--- src/rtl/reg_writeback_ctrl_pkg.sv ---
// rtl/reg_writeback_ctrl_pkg.sv - shared widths, encodings and types for the register writeback controller
// Purpose: data widths, in_kind and CSR funct3 encodings, FSM states,
//          the buffered entry layout and the CSR read-modify-write helper.
// Ports:   none (package).
package reg_writeback_ctrl_pkg;

    localparam int XLEN           = 32;
    localparam int SYS_REGS_WIDTH = 5;
    localparam int CSR_BASE_WIDTH = 12;

    typedef enum logic [1:0] {
        KIND_GPR  = 2'b00,
        KIND_CSR  = 2'b01,
        KIND_NOWR = 2'b10,
        KIND_RSVD = 2'b11
    } kind_e;

    // funct3[1:0] of the SYSTEM opcode; funct3[2] only picks the immediate
    // source, which is already resolved upstream into csr_src.
    localparam logic [1:0] CSR_OP_ILLEGAL = 2'b00;
    localparam logic [1:0] CSR_OP_RW      = 2'b01;
    localparam logic [1:0] CSR_OP_RS      = 2'b10;
    localparam logic [1:0] CSR_OP_RC      = 2'b11;

    typedef enum logic [1:0] {
        ST_IDLE   = 2'b00,
        ST_CSR_RD = 2'b01,
        ST_CSR_WR = 2'b10
    } state_e;

    typedef struct packed {
        kind_e                     kind;
        logic [SYS_REGS_WIDTH-1:0] rd;
        logic [XLEN-1:0]           result;
        logic [1:0]                csr_op;
        logic [CSR_BASE_WIDTH-1:0] csr_addr;
        logic [XLEN-1:0]           csr_src;
        logic                      src_x0;
    } wb_entry_t;

    function automatic logic [XLEN-1:0] csr_new_value(
        input logic [1:0]      op,
        input logic [XLEN-1:0] old_val,
        input logic [XLEN-1:0] src
    );
        case (op)
            CSR_OP_RW: csr_new_value = src;
            CSR_OP_RS: csr_new_value = old_val | src;
            CSR_OP_RC: csr_new_value = old_val & ~src;
            default:   csr_new_value = old_val;
        endcase
    endfunction

endpackage

--- src/rtl/reg_writeback_ctrl_wb_fifo.sv ---
// rtl/reg_writeback_ctrl_wb_fifo.sv - synchronous FIFO buffering writeback entries
// Purpose: DEPTH-entry synchronous FIFO (DEPTH a power of 2, >= 2) with
//          full/empty flags; a push and a pop in one cycle are allowed when full.
// Ports:   clk, rst_n (sync active-low), push/wdata, pop/rdata (show-ahead head),
//          full, empty.
module reg_writeback_ctrl_wb_fifo #(
    parameter int WIDTH = 8,
    parameter int DEPTH = 2
) (
    input  logic             clk,
    input  logic             rst_n,
    input  logic             push,
    input  logic [WIDTH-1:0] wdata,
    input  logic             pop,
    output logic [WIDTH-1:0] rdata,
    output logic             full,
    output logic             empty
);

    localparam int AW = $clog2(DEPTH);

    logic [WIDTH-1:0] mem_q [DEPTH];
    logic [AW-1:0]    wr_ptr_q, wr_ptr_d;
    logic [AW-1:0]    rd_ptr_q, rd_ptr_d;
    logic [AW:0]      count_q, count_d;
    logic             do_push, do_pop;

    assign full  = (count_q == (AW+1)'(DEPTH));
    assign empty = (count_q == '0);
    assign rdata = mem_q[rd_ptr_q];

    assign do_pop  = pop && !empty;
    // When full, a push only fits if the head leaves on the same edge.
    assign do_push = push && (!full || do_pop);

    always_comb begin
        wr_ptr_d = wr_ptr_q;
        rd_ptr_d = rd_ptr_q;
        count_d  = count_q;
        if (do_push) begin
            wr_ptr_d = wr_ptr_q + AW'(1);
        end
        if (do_pop) begin
            rd_ptr_d = rd_ptr_q + AW'(1);
        end
        case ({do_push, do_pop})
            2'b10:   count_d = count_q + (AW+1)'(1);
            2'b01:   count_d = count_q - (AW+1)'(1);
            default: count_d = count_q;
        endcase
    end

    always_ff @(posedge clk) begin
        if (!rst_n) begin
            wr_ptr_q <= '0;
            rd_ptr_q <= '0;
            count_q  <= '0;
        end else begin
            wr_ptr_q <= wr_ptr_d;
            rd_ptr_q <= rd_ptr_d;
            count_q  <= count_d;
        end
    end

    // Storage needs no reset: count_q gates every read.
    always_ff @(posedge clk) begin
        if (do_push) begin
            mem_q[wr_ptr_q] <= wdata;
        end
    end

endmodule

--- src/rtl/reg_writeback_ctrl.sv ---
// rtl/reg_writeback_ctrl.sv - drives GPR and CSR write ports from buffered completion results
// Purpose: buffers execute/memory results, issues single-cycle GPR writes,
//          sequences CSR read-modify-write, applies halt and x0 suppression.
// Ports:   clk, rst_n, halt; in_* entry handshake; rd_* GPR write port;
//          csr_read_addr/csr_read_data CSR read; csr_wr_en/csr_write_* CSR write;
//          retire pulse; busy.
module reg_writeback_ctrl
    import reg_writeback_ctrl_pkg::*;
#(
    parameter int FIFO_DEPTH = 2
) (
    input  logic                      clk,
    input  logic                      rst_n,
    input  logic                      halt,
    input  logic                      in_valid,
    output logic                      in_ready,
    input  logic [1:0]                in_kind,
    input  logic [SYS_REGS_WIDTH-1:0] in_rd_addr,
    input  logic [XLEN-1:0]           in_result,
    input  logic [2:0]                in_funct3,
    input  logic [CSR_BASE_WIDTH-1:0] in_csr_addr,
    input  logic [XLEN-1:0]           in_csr_src,
    input  logic                      in_src_x0,
    output logic                      rd_wr_en,
    output logic [SYS_REGS_WIDTH-1:0] rd_addr,
    output logic [XLEN-1:0]           rd_wr_data,
    output logic [CSR_BASE_WIDTH-1:0] csr_read_addr,
    input  logic [XLEN-1:0]           csr_read_data,
    output logic                      csr_wr_en,
    output logic [CSR_BASE_WIDTH-1:0] csr_write_addr,
    output logic [XLEN-1:0]           csr_write_data,
    output logic                      retire,
    output logic                      busy
);

    wb_entry_t in_entry, head;
    logic      fifo_full, fifo_empty, fifo_push, fifo_pop;
    logic      unused_funct3_imm;

    // Immediate CSR forms share the register-form datapath.
    assign unused_funct3_imm = in_funct3[2];

    assign in_entry = '{kind: kind_e'(in_kind), rd: in_rd_addr, result: in_result,
                        csr_op: in_funct3[1:0], csr_addr: in_csr_addr,
                        csr_src: in_csr_src, src_x0: in_src_x0};

    assign in_ready  = !fifo_full;
    assign fifo_push = in_valid && in_ready;

    reg_writeback_ctrl_wb_fifo #(
        .WIDTH ($bits(wb_entry_t)),
        .DEPTH (FIFO_DEPTH)
    ) u_wb_fifo (
        .clk   (clk),
        .rst_n (rst_n),
        .push  (fifo_push),
        .wdata (in_entry),
        .pop   (fifo_pop),
        .rdata (head),
        .full  (fifo_full),
        .empty (fifo_empty)
    );

    state_e                    state_q, state_d;
    wb_entry_t                 cur_q, cur_d;
    logic                      rd_wr_en_q, rd_wr_en_d;
    logic [SYS_REGS_WIDTH-1:0] rd_addr_q, rd_addr_d;
    logic [XLEN-1:0]           rd_wr_data_q, rd_wr_data_d;
    logic                      csr_wr_en_q, csr_wr_en_d;
    logic [CSR_BASE_WIDTH-1:0] csr_write_addr_q, csr_write_addr_d;
    logic [XLEN-1:0]           csr_write_data_q, csr_write_data_d;
    logic                      retire_q, retire_d;

    always_comb begin
        state_d          = state_q;
        cur_d            = cur_q;
        fifo_pop         = 1'b0;
        rd_wr_en_d       = 1'b0;
        csr_wr_en_d      = 1'b0;
        retire_d         = 1'b0;
        rd_addr_d        = rd_addr_q;
        rd_wr_data_d     = rd_wr_data_q;
        csr_write_addr_d = csr_write_addr_q;
        csr_write_data_d = csr_write_data_q;

        case (state_q)
            ST_IDLE: begin
                if (!halt && !fifo_empty) begin
                    fifo_pop = 1'b1;
                    case (head.kind)
                        KIND_GPR: begin
                            rd_wr_en_d   = (head.rd != '0);
                            rd_addr_d    = head.rd;
                            rd_wr_data_d = head.result;
                            retire_d     = 1'b1;
                        end
                        KIND_CSR: begin
                            // cur_q.csr_addr drives csr_read_addr during CSR_RD.
                            cur_d   = head;
                            state_d = ST_CSR_RD;
                        end
                        default: retire_d = 1'b1;
                    endcase
                end
            end
            ST_CSR_RD: begin
                // Strobes are registered on the CSR_RD -> CSR_WR edge so they
                // are visible for exactly the CSR_WR cycle.
                if (!halt) begin
                    state_d  = ST_CSR_WR;
                    retire_d = 1'b1;
                    if (cur_q.csr_op != CSR_OP_ILLEGAL) begin
                        rd_wr_en_d       = (cur_q.rd != '0);
                        rd_addr_d        = cur_q.rd;
                        rd_wr_data_d     = csr_read_data;
                        // Set/clear with a zero source must not touch the CSR.
                        csr_wr_en_d      = (cur_q.csr_op == CSR_OP_RW) || !cur_q.src_x0;
                        csr_write_addr_d = cur_q.csr_addr;
                        csr_write_data_d = csr_new_value(cur_q.csr_op, csr_read_data,
                                                         cur_q.csr_src);
                    end
                end
            end
            ST_CSR_WR: begin
                if (!halt) begin
                    state_d = ST_IDLE;
                end
            end
            default: state_d = ST_IDLE;
        endcase
    end

    always_ff @(posedge clk) begin
        if (!rst_n) begin
            state_q          <= ST_IDLE;
            cur_q            <= '0;
            rd_wr_en_q       <= 1'b0;
            rd_addr_q        <= '0;
            rd_wr_data_q     <= '0;
            csr_wr_en_q      <= 1'b0;
            csr_write_addr_q <= '0;
            csr_write_data_q <= '0;
            retire_q         <= 1'b0;
        end else begin
            state_q          <= state_d;
            cur_q            <= cur_d;
            rd_wr_en_q       <= rd_wr_en_d;
            rd_addr_q        <= rd_addr_d;
            rd_wr_data_q     <= rd_wr_data_d;
            csr_wr_en_q      <= csr_wr_en_d;
            csr_write_addr_q <= csr_write_addr_d;
            csr_write_data_q <= csr_write_data_d;
            retire_q         <= retire_d;
        end
    end

    assign rd_wr_en       = rd_wr_en_q;
    assign rd_addr        = rd_addr_q;
    assign rd_wr_data     = rd_wr_data_q;
    assign csr_read_addr  = cur_q.csr_addr;
    assign csr_wr_en      = csr_wr_en_q;
    assign csr_write_addr = csr_write_addr_q;
    assign csr_write_data = csr_write_data_q;
    assign retire         = retire_q;
    assign busy           = !fifo_empty || (state_q != ST_IDLE);

endmodule
--- config.mk ---
export PLATFORM = sky130hd
export DESIGN_NAME = reg_writeback_ctrl
export DESIGN_NICKNAME = d
export VERILOG_FILES = /design/src/rtl/reg_writeback_ctrl_pkg.sv /design/src/rtl/reg_writeback_ctrl_wb_fifo.sv /design/src/rtl/reg_writeback_ctrl.sv
export SDC_FILE = /design/constraint.sdc
export NUM_CORES = 1
export LEC_CHECK = 0
export BUFFER_PORTS_ARGS = -buffer_cell sky130_fd_sc_hd__buf_4
export CORE_ASPECT_RATIO = 2
export CORE_MARGIN = 2
export CORE_UTILIZATION = 45
export DETAILED_ROUTE_END_ITERATION = 6
export PLACE_DENSITY = 0.69
export SETUP_SLACK_MARGIN = 0.05
export SYNTH_ARGS = -nofsm -noshare
export SYNTH_HDL_FRONTEND = slang
export SYNTH_SLANG_ARGS = --single-unit
--- constraint.sdc ---
create_clock -name clk -period 8.7 [get_ports clk]
set_input_delay 2.61 -clock clk [delete_from_list [all_inputs] [get_ports clk]]
set_output_delay 2.61 -clock clk [all_outputs]
set_load 0.01 [all_outputs]
==> impl_metrics.toml, run 1 <==
[run_status]
status = "finished, final reports clean"

[placed_design]
port_buffers = 219
dpl-instance-area_um2 = 14200
hpwlAfterDp_um = 18400
place_congestion = 0.758

[detailed_routing]
routed_wl_um = 29500
first_pass_iters = 5
drc = 0
vias = 8442
wl_met2_um = 14700
drtIter0Drc = 483
wl_met3_um = 2210
wl_per_cell_um = 19.3
ant_nets = 0
maxUsedRoutingLayer = "met4"
wl_met1_um = 11800
routed_via_density = 5.51

[worst_setup_path]
worstReg2RegEnd = "cur_q[13]"
crit_arrival_ns = 5.19
r2r_slack_ns = 5.13
path_max_fanout = 76
worstSetupEndpointType = "flip-flop"
worstSetupPathType = "in -> reg"
start_kind = "input pin"
reg2reg_depth = 5
critPathCapture = "cur_q[13]"
worst_ep_required_time_ns = 9.14
critPathLaunch = "halt"

[timing]
slew_viol_final = 0
grt_setup_unrepaired = "false"
setup_viol = 0
finalHoldViolations = 0
relSlewSlack_pct = 19.1
finClkSkew_ns = 0.0204
setup_tns_ns = 0
worst_pin_slew_ns = 1.21
hold_slack_ns = 0.463
period_needed_ns = 4.75
fmax_ghz = 0.211
finalCritPeriodShare_pct = 54.6

[clock_tree]
cts_resized = 0
cts_htree_levels = 1
cts_made_buffers = 29
cts_sinks = 315
clk_path_buf_depth = 3
holdBufCountCts = 0
cts-root-buf = "clkbuf_16"
cts_tree = "done"
clk_pin_slew_ns = 0.07
worstSkewPairLatency_ns = 0.57
post_cts_buffers = 0

[floorplan]
die_y_um = 239
dieWidth_um = 122
start_util_pct = 45.5
core_area_um2 = 27300
rows = 86
die_area_um2 = 29100
io_pins = 221

[global_routing]
grt_pass1_vias = 8417
grt_first_pass_wirelength_um = 45500
antenna_found_initial = 0
grtUsageTotal_pct = 20.0
grt_max_degree = 120
grt-ovfl-total = 0

[power_and_ir_drop]
power.leakage_nw = 5.99
p_per_area_nw_per_um2 = 266
p_sw_mw = 1.11
ir_worst_vdd_mv = 0.202
p_int_mw = 2.93
pwr-share-comb_pct = 18.2
p_total_mw = 4.04
p_seq_share_pct = 47.9
sw_frac_of_total_pct = 27.4
power_frac_clock_pct = 33.9

[final_layout]
final_cell_mix = "buf_4 (226), nand2_1 (180), edfxtp_1 (172), dfxtp_1 (140), mux2i_1 (84)"
drive_gt1_share_pct = 24.7
finish.net_count = 1280
fin_util_pct = 55.7
layout_commonest_cell = "buf_4"
area_delta_synth_final_pct = 22.2
antenna_cells = 0
final_area_um2 = 15200

[logic_synthesis]
synth_seq_cells = 315
syn-num-nets = 1118
avgSynthCellArea_um2 = 12.5
syn_area_um2 = 12400
synth.distinct_cells = 38
ys.flop_type = "edfxtp_1"
async_flop_share_pct = 0
ys.warnings.count = 0
syn-instance-count = 994
yosysSeqAreaShare_pct = 64.5
synth_edf_count = 172

[flow_run]
cap_violations = 0

[worst_hold_path]
hp-class = "reg -> reg"
cell usage after synthesis (30+ instances only):
cell	instances	area, um^2
o211a_1	52	521
mux2i_1	84	841
xnor2_1	35	307
edfxtp_1	172	5160
a21boi_0	45	338
o2111ai_1	32	280
clkbuf_1	50	188
nand4_1	37	231
o211ai_1	37	278
dfxtp_1	143	2860
o21ai_1	30	150
nand2_1	180	676
stage by stage:
stage / std cells / setup WS, ns
floorplan: 994 / 1.88
global placement: 1477 / 3.42
detailed placement: 1477 / 3.31
CTS: 1531 / 3.89
global route: 1531 / 3.72
finish: 1531 / 3.95
per-layer routing:
layer / up-vias / global-route usage, %
met1: 4098 / 24.4
met2: 314 / 35.0
met4: 0 / 6.55
met3: 51 / 4.12
met5: - / 0
li1: 3979 / -
cells by family after synthesis:
logic type	Yosys count	synth area share, %
flip-flops	315	64.5
AND/OR/NAND/NOR	247	8.71
AO/OA/AOI/OAI	214	13.5
buffers and inverters	97	3.86
multiplexers	84	6.76
XOR/XNOR	36	2.53
adder cells (fa/ha/maj)	1	0.101
power groups by stage:
| stage | clock network (mW) | logic [mW] | registers [mW] |
|---|---|---|---|
| finish | 1.37 | 0.736 | 1.94 |
| CTS | 1.40 | 0.748 | 1.94 |
| global route | 1.46 | 0.811 | 1.96 |
| global placement | 0 | 0.726 | 1.96 |
| floorplan | 0 | 0.564 | 1.91 |
| detailed placement | 0 | 0.745 | 1.97 |
worst min path at each step:
stage / from / end / slack (ns) / cells after the start
2_1_floorplan: csr_read_addr[0] / csr_write_addr[0] / 0.45 / 2
3_3_place_gp: rd_wr_data[22] / rd_wr_data[22] / 0.45 / 2
3_5_place_dp: rd_addr[1] / rd_addr[1] / 0.46 / 2
4_1_cts: rd_addr[1] / rd_addr[1] / 0.47 / 2
5_1_grt: rd_addr[4] / rd_addr[4] / 0.48 / 2
6_report: rd_wr_data[19] / rd_wr_data[19] / 0.46 / 2
critical path: stages:
cell and delay, ns:
buf_4 0.14, or3_1 0.39, a211oi_4 0.90, buf_4 0.77
nand2_1 0.14, o211a_1 0.17
final cells by class:
| cell class | instances | area [um^2] |
|---|---|---|
| Multi-Input combinational cell | 582 | 3990 |
| Tap cell | 352 | 440 |
| Fill cell | 2310 | 12100 |
| Sequential cell | 315 | 8030 |
| Clock inverter | 21 | 287 |
| Clock buffer | 33 | 761 |
| Inverter | 2 | 7.51 |
| Timing Repair Buffer | 226 | 1700 |
sequential cells by signal (all words and copies together) (netlist names), named ones only:
name / flops
u_wb_fifo.mem_q: 172
cur_q: 40
csr_write_data: 32
rd_wr_data: 32
csr_read_addr: 12
csr_write_addr: 12
rd_addr: 5
state_q: 2
u_wb_fifo.count_q: 2
csr_wr_en: 1
rd_wr_en: 1
retire: 1
u_wb_fifo.rd_ptr_q: 1
u_wb_fifo.wr_ptr_q: 1
Power figures use the tool's default switching activity.
==> inputs of run 2 (changes only) <==
Settings changed: PLACE_DENSITY 0.69 to 0.72.
Clock period 8.7 ns to 4.3 ns, I/O delays scaled along.
==> run 2 against run 1 <==
Wire length grew 1.1%. First-iteration DRC count rose by 12%. Utilization grew 0.082 points. Critical path depth fell by 3. Die area unchanged. Total power increased by 100%. Combinational power grew 110%. Largest cell class unchanged. Cell area rose by 0.15%. Largest power group unchanged. Global-route usage increased by 0.17 points. Sequential power rose by 100%.
==> impl_metrics.toml, run 2 (same netlist as run 1, synthesis figures left out) <==
[run_status]
status = "finished, final reports clean"

[timing]
worst_pin_slew_ns = 1.10
setup_tns_ns = 0
relSlewSlack_pct = 26.4
grt_setup_unrepaired = "false"
setup_viol = 0
period_needed_ns = 2.79
finalHoldViolations = 0
hold_slack_ns = 0.460
finalCritPeriodShare_pct = 64.8
finClkSkew_ns = 0.0119
fmax_ghz = 0.359
slew_viol_final = 0

[worst_setup_path]
critPathTopFamily = "simple AND/OR/NAND/NOR gates"
worstSetupPathType = "reg -> out"
start_kind = "flip-flop"
cp_slowest_cell = "dfxtp_1"
crit_arrival_ns = 1.50
critPathBufInv = 1
path_max_fanout = 4
worstSetupEndpointType = "output port"
cpPeakStageDelay_ns = 0.35
worst_ep_required_time_ns = 3.01
worstPathCellList = "nor2_1, nand2_1, buf_4"

[clock_tree]
cts-root-buf = "clkbuf_16"
clk_pin_slew_ns = 0.07
cts_tree = "done"
post_cts_buffers = 0
cts_htree_levels = 1
cts_made_buffers = 28
clk_path_buf_depth = 3
holdBufCountCts = 0
worstSkewPairLatency_ns = 0.55
cts_sinks = 315
cts_resized = 0

[worst_hold_path]
hp-class = "reg -> reg"

[final_layout]
largest-register = "u_wb_fifo.mem_q"
area_delta_synth_final_pct = 22.4
fin_util_pct = 55.7
reg_top3 = "u_wb_fifo.mem_q x172, cur_q x40"
antenna_cells = 0
final_cell_mix = "buf_4 (232), nand2_1 (180), edfxtp_1 (172), dfxtp_1 (140), mux2i_1 (84)"
n_fill_cell = 2285
layout_commonest_cell = "buf_4"
finish.net_count = 1287
stdcell_count = 1537
largest_reg_flops = 172
drive_gt1_share_pct = 24.8

[global_routing]
grt-ovfl-total = 0
grtUsageTotal_pct = 20.2
grt_pass1_vias = 8600
grt_max_degree = 106
antenna_found_initial = 0
grt_first_pass_wirelength_um = 46000

[power_and_ir_drop]
p_seq_share_pct = 48.1
p_per_area_nw_per_um2 = 530
sw_frac_of_total_pct = 27.6
pwr-share-comb_pct = 19.1
p_sw_mw = 2.23
power_frac_clock_pct = 32.9
ir_worst_vdd_mv = 0.436
power.leakage_nw = 6.00
p_int_mw = 5.85

[placed_design]
place_congestion = 0.763
port_buffers = 219
hpwlAfterDp_um = 18400
dp.cells = 1485

[floorplan]
rows = 86
core_area_um2 = 27300
die_area_um2 = 29100
die_y_um = 239
start_util_pct = 45.5
dieWidth_um = 122
io_pins = 221

[detailed_routing]
vias = 8552
routed_wl_um = 29800
drtIter0Drc = 541
wl_per_cell_um = 19.4
first_pass_iters = 5
routed_via_density = 5.56
ant_nets = 0
drc = 0

[flow_run]
cap_violations = 0
-- run 2: cell count changes in the layout (fill, tap and decap cells not counted), sizes merged --
cell and change:
clkbuf +5, buf +8, clkinv -6, clkinvlp +1, bufinv -2
-- run 2: area by class of cell --
type	count	area, um^2	area share (%)
multi-input cells	582	3980	26.2
well taps	352	440	2.89
flip-flops and latches	315	8030	52.7
clock inverters	14	186	1.22
inverters	2	7.51	0.0493
clock buffers	38	800	5.25
repair buffers	234	1780	11.7
-- run 2: worst reg2reg max path, stage by stage, from the launching register on --
cell and delay, ns:
dfxtp_4 0.86, or3b_1 0.42, a211o_2 0.62, and2_1 0.32
buf_4 0.27, o21ai_0 0.21
-- run 2: layer usage --
layer / vias up / global-route usage, % / routed length (um)
li1: 4003 / - / -
met1: 4176 / 24.9 / 11900
met2: 329 / 35.5 / 14900
met3: 44 / 3.90 / 2430
met4: 0 / 6.10 / 615
met5: - / 0 / 0
-- run 2: power groups by stage --
stage / sequential (mW) / clock [mW] / combinational (mW)
after global routing: 3.92 / 2.83 / 1.70
after CTS: 3.89 / 2.71 / 1.56
final: 3.88 / 2.65 / 1.54
after global placement: 3.93 / 0 / 1.51
after floorplan: 3.85 / 0 / 1.14
after detailed placement: 3.95 / 0 / 1.55
-- run 2: path summary, 6_finish.rpt --
check / startpoint / end / slack, ns / depth (start not counted)
worst min-delay path: rd_wr_data[14] / rd_wr_data[14] / 0.46 / 2
worst max-delay path: u_wb_fifo.count_q[0] / busy / 1.51 / 3
worst max register to register: flip-flop / rd_wr_data[5] / 1.52 / 5
worst min register to register: rd_wr_data[14] / rd_wr_data[14] / 0.46 / 2
-- run 2: metrics by stage --
| step | power, mW | instance area [um^2] | setup slack, ns |
|---|---|---|---|
| global placement | 5.44 | 14200 | 1.02 |
| floorplan | 4.99 | 12400 | 0.243 |
| finish | 8.08 | 15200 | 1.51 |
| global route | 8.45 | 15200 | 1.32 |
| detailed placement | 5.50 | 14200 | 0.988 |
| CTS | 8.16 | 15200 | 1.47 |
==> inputs of run 3 (changes only) <==
Settings changed: ABC_AREA set to 1, PLACE_DENSITY 0.72 to 0.7.
Clock period 4.3 ns to 2.6 ns, I/O delays scaled along.
==> run 3 against run 2 <==
Sequential cell count did not move. Clock-buffer cell count fell by 4. Cell area barely moved. Die area fell by 0.44%. Clock power rose by 56%. Critical path depth did not move. Utilization barely moved. Via count rose by 11%. Global-route usage rose by 1.2 points. Sequential share of layout area fell by 0.051 points.
==> impl_metrics.toml, run 3 <==
[power_and_ir_drop]
ir_worst_vdd_mv = 0.600
p_sw_mw = 3.43
p_per_area_nw_per_um2 = 813
p_total_mw = 12.4
p_int_mw = 8.96
power_frac_clock_pct = 33.4
pwr-share-comb_pct = 17.8
p_seq_share_pct = 48.8
sw_frac_of_total_pct = 27.7
power.leakage_nw = 6.30

[global_routing]
grt.met2_usage_pct = 35.2
top_usage_layer = "met2"
grt_pass1_vias = 8877
grtUsageMet1_pct = 28.7
grt_use_met3_pct = 3.46
antenna_found_initial = 1
grt-ovfl-total = 0
grt_max_degree = 90
grtUsageTotal_pct = 21.4
grt_first_pass_wirelength_um = 48300

[logic_synthesis]
ys.flop_type = "edfxtp_1"
syn-num-nets = 1420
synth_seq_cells = 315
ys.warnings.count = 0
synth_common_cells = "nand2_1 (330), nor2_1 (189), edfxtp_1 (172)"
yosysSeqAreaShare_pct = 64.8
syn_area_um2 = 12400
syn-instance-count = 1296
synth_top_area_cell = "edfxtp_1"
synth_edf_count = 172
synth.distinct_cells = 25
async_flop_share_pct = 0
avgSynthCellArea_um2 = 9.56
synthTopCellsByArea = "edfxtp_1 (42%), dfxtp_1 (23%), nand2_1 (10%), nor2_1 (5.7%), o21ai_0 (5.5%)"
yosysMostFrequentCell = "nand2_1"
synth_top_area_share_pct = 41.7

[timing]
finalCritPeriodShare_pct = 85.5
fin_ws_ns = 0.377
setup_viol = 0
finalHoldViolations = 0
fmax_ghz = 0.450
period_needed_ns = 2.22
relSlewSlack_pct = 61.7
grt_setup_unrepaired = "false"
hold_slack_ns = 0.416
finClkSkew_ns = 0.0102
worst_pin_slew_ns = 0.573
setup_tns_ns = 0
slew_viol_final = 0

[final_layout]
finish.net_count = 1596
layout_commonest_cell = "nand2_1"
fin_util_pct = 55.8
area_delta_synth_final_pct = 23.0
final_cell_mix = "nand2_1 (329), buf_4 (233), nor2_1 (187), edfxtp_1 (172), dfxtp_1 (142)"
drive_gt1_share_pct = 20.4
stdcell_count = 1845
final_area_um2 = 15200
multiInputGateArea_um2 = 3800
n_fill_cell = 2414
largest_reg_flops = 172
reg_top3 = "u_wb_fifo.mem_q x172, cur_q x40"
largest-register = "u_wb_fifo.mem_q"
seqCellArea_um2 = 8030

[clock_tree]
post_cts_buffers = 0
cts_sinks = 315
cts_made_buffers = 27
cts_resized = 0
cts-root-buf = "clkbuf_16"
clk_pin_slew_ns = 0.07
worstSkewPairLatency_ns = 0.55
cts_tree = "done"
clk_path_buf_depth = 3
cts_htree_levels = 1
holdBufCountCts = 0

[placed_design]
port_buffers = 219
place_congestion = 0.801
dpl-instance-area_um2 = 14300
dp.cells = 1795
post-place-ws_ns = 0.341
hpwlAfterDp_um = 21300

[floorplan]
start_util_pct = 45.3
dieWidth_um = 121
io_pins = 221
die_area_um2 = 29000
rows = 86
die_y_um = 239
core_area_um2 = 27300

[worst_setup_path]
crit_arrival_ns = 1.44
cp_slowest_cell = "dfxtp_1"
reg2reg_depth = 9
worstSetupPathType = "reg -> out"
critPathBufInv = 2
worstSetupEndpointType = "output port"
path_max_fanout = 4
crit_cells = 3
worst_ep_required_time_ns = 1.82
start_kind = "flip-flop"
worstPathCellList = "inv_1, nand2_1, buf_4"
cpPeakStageDelay_ns = 0.38
critPathTopFamily = "flip-flops"

[worst_hold_path]
hp-class = "in -> reg"
holdPathStages = 1

[detailed_routing]
routed_via_density = 5.16
routed_wl_um = 31700
first_pass_iters = 5
vias = 9513
ant_nets = 0
drtIter0Drc = 757
drc = 0
wl_per_cell_um = 17.2

[flow_run]
cap_violations = 0

[run_status]
status = "finished, final reports clean"
## run 3: cell count changes after synthesis, moves of 35 or more
cell / previous run / this run
mux2i_1: 84 / 0
nand2_1: 180 / 330
o21ai_0: 10 / 137
a21oi_1: 1 / 63
o211a_1: 52 / 0
o211ai_1: 37 / 0
a21boi_0: 45 / 3
nand4_1: 37 / 0
nor2_1: 7 / 189
nand3_1: 0 / 48
xnor2_1: 35 / 0
## run 3: final timing paths
| path | start | slack (ns) | end |
|---|---|---|---|
| worst max-delay path | u_wb_fifo.count_q[0] | 0.38 | in_ready |
| worst min-delay path | in_src_x0 | 0.42 | u_wb_fifo.mem_q[0][0] |
| worst max register to register | flip-flop | 0.63 | rd_wr_data[2] |
| worst min register to register | u_wb_fifo.rd_ptr_q | 0.45 | flip-flop |
## run 3: final cells by class
class	instances	share of cell area [%]
Sequential cell	315	52.7
Clock buffer	34	4.88
Inverter	36	0.886
Clock inverter	15	1.06
Antenna cell	1	0.0164
Multi-Input combinational cell	850	24.9
Timing Repair Buffer	242	12.7
Tap cell	352	2.89
## run 3: power groups by stage
stage	Sequential (mW)	Combinational [mW]	Clock [mW]
global route	6.10	2.49	4.41
detailed placement	6.16	2.22	0
global placement	6.13	2.17	0
CTS	6.05	2.23	4.21
finish	6.05	2.21	4.13
floorplan	6.14	1.38	0
## run 3: cell families (layout without fill, tap and decap cells)
logic type	count (synthesis)	in the layout	share of synthesized area, %
other	0	1	0
buffers and inverters	131	327	4.79
AND/OR/NAND/NOR	598	598	19.8
flip-flops	315	315	64.8
AO/OA/AOI/OAI	251	251	10.6
adder cells (fa/ha/maj)	1	1	0.101
## run 3: per-layer routing
layer,share of wire [%],vias up
met5,0,-
met4,2.6,0
met3,7.9,45
met2,48,370
met1,41,4412
li1,-,4686
